### config.mk
export PLATFORM = sky130hd
export DESIGN_NAME = ex_mem_stage
export DESIGN_NICKNAME = d
export VERILOG_FILES = /design/src/rtl/cpu_pipe_pkg.sv /design/src/rtl/skid_buf2.sv /design/src/rtl/ex_mem_stage.sv
export SDC_FILE = /design/constraint.sdc
export NUM_CORES = 1
export LEC_CHECK = 0
export ABC_AREA = 1
export CORE_MARGIN = 4
export CORE_UTILIZATION = 45
export CTS_CLUSTER_DIAMETER = 40
export DETAILED_ROUTE_END_ITERATION = 10
export GPL_TIMING_DRIVEN = 0
export PLACE_DENSITY = 0.77
export SLEW_MARGIN = 10
export SYNTH_ARGS = -nofsm -noshare
export SYNTH_HDL_FRONTEND = slang
export SYNTH_SLANG_ARGS = --single-unit
### constraint.sdc
create_clock -name clk -period 1.5 [get_ports clk]
set_clock_uncertainty 0.05 [all_clocks]
set_input_delay 0.3 -clock clk [delete_from_list [all_inputs] [get_ports clk]]
set_output_delay 0.3 -clock clk [all_outputs]
set_load 0.01 [all_outputs]
### src/rtl/cpu_pipe_pkg.sv
// Shared pipeline definitions: default field widths, control-bundle bit positions
// and the EX/MEM entry layout used by the pipeline stages.
package cpu_pipe_pkg;

    localparam int DATA_W_DEF = 32;
    localparam int REG_W_DEF  = 5;
    localparam int CTRL_W_DEF = 8;
    localparam int CNT_W_DEF  = 16;

    localparam int CTRL_REGWRITE = 0;
    localparam int CTRL_MEMTOREG = 1;
    localparam int CTRL_MEMREAD  = 2;
    localparam int CTRL_MEMWRITE = 3;

    // Field order matches the packed vector carried through the skid buffer.
    typedef struct packed {
        logic [CTRL_W_DEF-1:0] ctrl;
        logic [DATA_W_DEF-1:0] alu_out;
        logic [DATA_W_DEF-1:0] alu_b;
        logic [REG_W_DEF-1:0]  dest;
    } ex_mem_entry_t;

endpackage

### src/rtl/skid_buf2.sv
// Generic two-entry FIFO-ordered skid buffer with a registered ready, so the
// upstream handshake never depends combinationally on the downstream ready.
module skid_buf2 #(
    parameter int W = 8
) (
    input  logic         clk,
    input  logic         rst_n,
    input  logic         clr_i,
    input  logic         push_i,
    input  logic [W-1:0] data_i,
    output logic         ready_o,
    input  logic         pop_i,
    output logic         valid_o,
    output logic [W-1:0] data_o
);

    logic [W-1:0] mem_q [2];
    logic [1:0]   cnt_q, cnt_d;
    logic         ready_q;
    logic         push, pop;

    assign push    = push_i && ready_q;
    assign pop     = (cnt_q != 2'd0) && pop_i;
    assign valid_o = (cnt_q != 2'd0);
    assign ready_o = ready_q;
    assign data_o  = mem_q[0];

    always_comb begin
        cnt_d = cnt_q;
        if (clr_i) begin
            cnt_d = 2'd0;
        end else if (push && !pop) begin
            cnt_d = cnt_q + 2'd1;
        end else if (pop && !push) begin
            cnt_d = cnt_q - 2'd1;
        end
    end

    always_ff @(posedge clk or negedge rst_n) begin
        if (!rst_n) begin
            mem_q[0] <= '0;
            mem_q[1] <= '0;
            cnt_q    <= 2'd0;
            ready_q  <= 1'b1;
        end else begin
            cnt_q   <= cnt_d;
            ready_q <= (cnt_d != 2'd2);
            if (!clr_i) begin
                // Head slot is rewritten only when it is empty or being popped,
                // so a stalled head stays stable.
                if (pop) begin
                    if (cnt_q == 2'd2) begin
                        mem_q[0] <= mem_q[1];
                    end else if (push) begin
                        mem_q[0] <= data_i;
                    end
                end else if (push) begin
                    if (cnt_q == 2'd0) begin
                        mem_q[0] <= data_i;
                    end else begin
                        mem_q[1] <= data_i;
                    end
                end
            end
        end
    end

endmodule

### src/rtl/ex_mem_stage.sv
// EX/MEM pipeline stage: two-entry skid buffer plus branch/jump redirect, one-beat
// wrong-path squash and a saturating squash counter. Define EX_MEM_STAGE_FWD_EN to add forwarding outputs.
module ex_mem_stage
    import cpu_pipe_pkg::*;
#(
    parameter int DATA_W = DATA_W_DEF,
    parameter int REG_W  = REG_W_DEF,
    parameter int CTRL_W = CTRL_W_DEF,
    parameter int CNT_W  = CNT_W_DEF
) (
    input  logic              clk,
    input  logic              rst_n,
    input  logic              flush,
    input  logic              in_valid,
    output logic              in_ready,
    input  logic [CTRL_W-1:0] in_ctrl,
    input  logic [DATA_W-1:0] in_alu_out,
    input  logic [DATA_W-1:0] in_alu_b,
    input  logic [DATA_W-1:0] in_pc_branch,
    input  logic [REG_W-1:0]  in_rt,
    input  logic [REG_W-1:0]  in_rd,
    input  logic              in_is_r,
    input  logic              in_branch,
    input  logic              in_taken,
    input  logic              in_jump,
    output logic              out_valid,
    input  logic              out_ready,
    output logic [CTRL_W-1:0] out_ctrl,
    output logic [DATA_W-1:0] out_alu_out,
    output logic [DATA_W-1:0] out_alu_b,
    output logic [REG_W-1:0]  out_dest,
    output logic              pc_src,
    output logic [DATA_W-1:0] redirect_pc,
    output logic [CNT_W-1:0]  squash_cnt
`ifdef EX_MEM_STAGE_FWD_EN
    ,
    output logic              fwd_valid,
    output logic [REG_W-1:0]  fwd_dest,
    output logic [DATA_W-1:0] fwd_data
`endif
);

    localparam int ENTRY_W = CTRL_W + 2 * DATA_W + REG_W;

    logic               accept, fire, squash, push;
    logic [REG_W-1:0]   dest;
    logic [ENTRY_W-1:0] entry_in, entry_out;

    logic              shadow_q, shadow_d;
    logic              pc_src_q, pc_src_d;
    logic [DATA_W-1:0] redirect_q, redirect_d;
    logic [CNT_W-1:0]  cnt_q, cnt_d;

    assign accept = in_valid && in_ready;
    assign squash = accept && shadow_q && !flush;
    assign fire   = accept && !shadow_q && !flush && ((in_branch && in_taken) || in_jump);
    // Squashed or flushed beats are still accepted upstream, just never stored.
    assign push   = in_valid && !shadow_q && !flush;

    assign dest     = in_is_r ? in_rd : in_rt;
    assign entry_in = {in_ctrl, in_alu_out, in_alu_b, dest};

    skid_buf2 #(
        .W(ENTRY_W)
    ) u_buf (
        .clk    (clk),
        .rst_n  (rst_n),
        .clr_i  (flush),
        .push_i (push),
        .data_i (entry_in),
        .ready_o(in_ready),
        .pop_i  (out_ready),
        .valid_o(out_valid),
        .data_o (entry_out)
    );

    assign {out_ctrl, out_alu_out, out_alu_b, out_dest} = entry_out;

    always_comb begin
        shadow_d   = shadow_q;
        pc_src_d   = fire;
        redirect_d = fire ? in_pc_branch : redirect_q;
        cnt_d      = cnt_q;
        if (flush) begin
            shadow_d = 1'b0;
        end else if (accept) begin
            // A squashed beat can never fire, so this also clears the shadow.
            shadow_d = fire;
        end
        if (squash && (cnt_q != {CNT_W{1'b1}})) begin
            cnt_d = cnt_q + CNT_W'(1);
        end
    end

    always_ff @(posedge clk or negedge rst_n) begin
        if (!rst_n) begin
            shadow_q   <= 1'b0;
            pc_src_q   <= 1'b0;
            redirect_q <= '0;
            cnt_q      <= '0;
        end else begin
            shadow_q   <= shadow_d;
            pc_src_q   <= pc_src_d;
            redirect_q <= redirect_d;
            cnt_q      <= cnt_d;
        end
    end

    assign pc_src      = pc_src_q;
    assign redirect_pc = redirect_q;
    assign squash_cnt  = cnt_q;

`ifdef EX_MEM_STAGE_FWD_EN
    assign fwd_valid = out_valid && out_ctrl[CTRL_REGWRITE];
    assign fwd_dest  = out_dest;
    assign fwd_data  = out_alu_out;
`endif

endmodule

Word-level counts from Yosys, hierarchy flattened
Cells that the tools add are included.
W data, S select, Z words.
- register bits: 207
- output and inout bits: 128
- word-level logic and storage cells: 56
- $add $sub $neg: 3
- equality and inequality tests: 3
- muxes and demuxes: 12
- bitwise logic cells: 3
- reductions and logical operators: 27
- operators with widths (operator ; count):
    $mux W77 ; 5
    $mux W154 ; 1
    $add A16 B1 Y16 const B ; 1
    $ne A16 B16 Y1 const B ; 1
    $logic_and A1 B1 Y1 ; 14
    $reduce_bool A2 Y1 ; 5
    $reduce_and A4 Y1 ; 2
    $mux W2 ; 3
    $mux W5 ; 1
    $logic_not A1 Y1 ; 4
    $not A1 Y1 ; 3
    $add A2 B1 Y2 const B ; 1
    $eq A2 B2 Y1 const B ; 1
    $logic_not A2 Y1 ; 1
    $mux W1 ; 2
    $ne A2 B2 Y1 const B ; 1
    $sub A2 B1 Y2 const B ; 1
    $logic_or A1 B1 Y1 ; 1

Logic depth before layout (Yosys ltp)
- depth after elaboration: 10
- depth in mapped cells: 12

Cells and area by module
Synthesis repeated with hierarchy kept, for this count alone.
- cells, all modules: 1400
- area total of the unflattened synthesis: 10501.3 µm²
- by module, submodules not included (module ; instances ; cells each ; area each (µm²) ; seq. area each (µm²)):
    skid_buf2 ; 1 ; 1103 ; 8157.8 ; 3930.0
    ex_mem_stage ; 1 ; 297 ; 2343.5 ; 1251.2

Least setup slack after synthesis
Ideal clock, no wire load.
- path kind: register to register
- start point: reg u_buf.cnt_q[0]
- end point: reg u_buf.mem_q, in the netlist u_buf.data_o[46]
- setup time: 0.117 ns
- data arrival time: 1.518 ns
- data required time: 1.333 ns
- slack: -0.186 ns
- cell stages (with the launch flop): 13
- buffers on the path: 3
- cells stage by stage: dfrtp_1 > inv_1 > ha_1 > inv_2 > buf_2 > o21ai_1 > inv_2 > nor2_4 > inv_2 > buf_6 > buf_6 > nand2_1 > nand2_1
- cells in the longest elaborated chain, start to end: 4
- elaborated cells on any way between the ends: 10
- classes of those cells: eq/ne: 1; mux: 2; reduce/logical: 7
- RTL lines (element ; line ; RTL):
    start: declaration ; skid_buf2.sv:18 ; logic [1:0] cnt_q, cnt_d;
    start signal: assignment ; skid_buf2.sv:46 ; cnt_q <= cnt_d;
    $reduce_bool A2 Y1 ; skid_buf2.sv:23 ; assign pop = (cnt_q != 2'd0) && pop_i;
    $logic_and A1 B1 Y1 ; skid_buf2.sv:23 ;
    $reduce_bool A2 Y1 (no source line) ; n/a ;
    $reduce_and A4 Y1 (no source line) ; n/a ;
    end: declaration ; skid_buf2.sv:17 ; logic [W-1:0] mem_q [2];
Parallel ways exist; a longest one is shown, timed or not.
A chain may end at the register's enable or synchronous reset.

Worst setup path after layout
- start point: reg u_buf.cnt_q[1]
- end point: reg u_buf.mem_q, in the netlist u_buf.data_o[64]
The elaborated chain is that of the path after synthesis.

==> results.cfg <==
[global_routing]
grt_max_degree = 105
grt_pass1_vias = 10558
grt_usage_pct = 24.9
grt_pass1_wl_um = 52600
gr-total-overflow = 0
antenna_found_initial = 2

[synthesis]
synth_commonest_cells = 499 x nand2_1, 206 x dfrtp_1, 200 x o21ai_0
synth_edf_count = 0
synth_area_leader_cell = dfrtp_1
yosysTopAreaCellShare_pct = 50.0
ys_ff_latch = 207
ys_top_cells_by_area = dfrtp_1 50%, nand2_1 18%, o21ai_0 9.7%
yosys_warnings = 0
postSynthCellCount = 1333
yosys.cell_count.top_type = nand2_1
ys_seq_area_share_pct = 50.3
avgSynthCellArea_um2 = 7.73
async_flop_share_pct = 100
synth.distinct_cells = 22
syn_area_mm2 = 0.0103
synth_flop_cell = dfrtp_1
syn_nets = 1459

[critical_path]
startpoint_type = flop
r2r_start = u_buf.cnt_q[1]
crit_chain = inv_2 -> ha_4 -> inv_4 -> nand2_8 -> o21ai_4 -> inv_2 -> nor2_4 -> buf_12 -> inv_12 -> buf_12 -> clkbuf_16 -> nand2_4 -> nand2_2
cp.required_ns = 1.84
crit_path_start = u_buf.cnt_q[1]
critPathCapture = u_buf.data_o[64]
path_depth = 13
crit_buf_inv = 7
arrival_ns = 2.27
r2r_end = u_buf.data_o[64]
cp_top_family = buffers and inverters
r2r_setup_slack_ns = -0.43
crit_slowest_cell = dfrtp_1
max_stage_delay_ns = 0.40
worst_setup_path_end_kind = flop
worstPathMaxFanout = 7
crit_type = flop to flop
worst_r2r_path_depth = 13

[sta]
relSlewSlack_pct = 47.1
fin_ws_ns = -0.431
fin_crit_ns = 1.93
slew_viol_final = 0
rsz0062_at_grt = yes
tightest_slew_ns = 0.794
setup_viol = 211
hold_viol_final = 103
setup_tns_ns = -52.81
fmax_mhz = 518
hold_ws_ns = -0.198
finalCritPeriodShare_pct = 129

[worst_hold_path]
hp-class = primary input to async pin

[drt]
wl_per_cell_um = 17.2
via_per_inst = 5.26
drt_iter0_drc = 815
wirelength_um = 35300
antenna_left = 0
drc_errors = 0
firstDrtPassIters = 6
vias = 10808

[layout]
area_growth_pct = 65.3
multi_input_area_mm2 = 0.00468
utilization_pct = 75.5
regArea_mm2 = 0.00519
n_fill_cell = 1517
finish.net_count = 1869
drive_gt1_share_pct = 38.1
diodes = 0

[outcome]
status = complete, but fails checks
violations = negative hold slack, negative setup slack

[clock_network]
cts_num_sinks = 207
htree_levels = 2
cts.reportedPaths.clkPinSlew_ns = 0.05
cts_root_buf = clkbuf_16
cts_inserted_buffers = 35
cts_tree = yes
clock_latency_ns = 0.50
cts_max_path_buffers = 3

[floorplan]
io_pins = 251
die_h_um = 159
num_rows = 55
start_util_pct = 45.7
coreArea_mm2 = 0.0226
die-area_mm2 = 0.0254
fp.dieW_um = 159

[placement]
dp_slack_ns = -0.760
hpwlAfterDp_um = 20200
io_buffers = 249
gp_congestion = 0.824

[pwr]
power_density_mw_per_mm2 = 1750
max-vdd-ir-drop_uv = 1070
power_w = 0.0298
leakagePower_nw = 8.97

[run]
maxCapViolCount = 0
[layout make-up]
cell class              count  share of cell area (%)
plain buffers             109                    6.05
clock buffers              47                    5.82
clock inverters            17                    1.54
inverters                 104                    2.56
multi-input cells         872                    27.5
flip-flops and latches    207                    30.5
well taps                 285                    2.09
repair buffers            413                    23.9
repair inverters            1                  0.0661
[cells by family (layout without fill, tap and decap cells)]
family / count (synthesis) / count (layout) / synth area share [%]
buf+inv: 255 / 691 / 13.0
simple gates: 617 / 618 / 23.9
xor+xnor: 7 / 7 / 0.595
compound gates: 244 / 244 / 11.9
flops: 207 / 207 / 50.3
fa+ha+maj: 3 / 3 / 0.364
[layer usage]
layer / share of wire (%) / track usage [%]
met5: 0.082 / 0
met4: 3.7 / 10.3
met3: 7.1 / 5.88
met2: 50 / 41.6
met1: 39 / 31.2
[where the power goes]
group	switching, W	internal, W	total (W)
Sequential	0.00153	0.00782	0.00935
Clock	0.00286	0.00570	0.00856
Combinational	0.00551	0.00634	0.0119
Total	0.00990	0.0199	0.0298
[metrics by stage]
step	cells	area (um^2)	hold slack (ns)
floorplan	1333	10400	-0.0456
global placement	1867	13200	0.410
detailed placement	1868	13300	0.363
CTS	2019	15900	-0.175
global route	2055	17000	-0.149
finish	2055	17000	-0.198
[registers in the layout (all words and copies together) (netlist names)]
| register | cells |
|---|---|
| u_buf.data_o | 77 |
| u_buf.mem_q | 77 |
| redirect_pc | 32 |
| squash_cnt | 16 |
| u_buf.cnt_q | 2 |
| pc_src | 1 |
| shadow_q | 1 |
| u_buf.ready_o | 1 |
[layout by cell type, fill, tap and decap left out, drive strengths merged, types with 7 or more instances in the layout]
| master | count |
|---|---|
| buf | 317 |
| inv | 109 |
| clkbuf | 121 |
| nand2 | 503 |
| o21ai | 243 |
| clkdlybuf4s15 | 10 |
| nand3 | 88 |
| clkdlybuf4s50 | 120 |
| nor2 | 21 |
| xnor2 | 7 |
| dfrtp | 206 |
[how the worst min path moves through the flow]
stage | start | endpoint | slack [ns]
5_1_grt | rst_n | squash_cnt[7] | -0.15
2_1_floorplan | rst_n | pc_src | -0.05
3_3_place_gp | u_buf.mem_q[6] | u_buf.mem_q[6] | 0.41
3_5_place_dp | rst_n | squash_cnt[7] | 0.36
6_report | rst_n | squash_cnt[4] | -0.20
4_1_cts | rst_n | squash_cnt[7] | -0.17
[what timing repair did]
item / 4_1_cts / 5_1_grt
endpoints found under the hold margin: 103 / 103
gates resized for setup: 700 / 329
setup buffers: 81 / 64
endpoints found under the setup margin: 330 / 305
cloned: 13 / 11
pin swaps: 30 / 67
(Power assumes the default switching activity.)
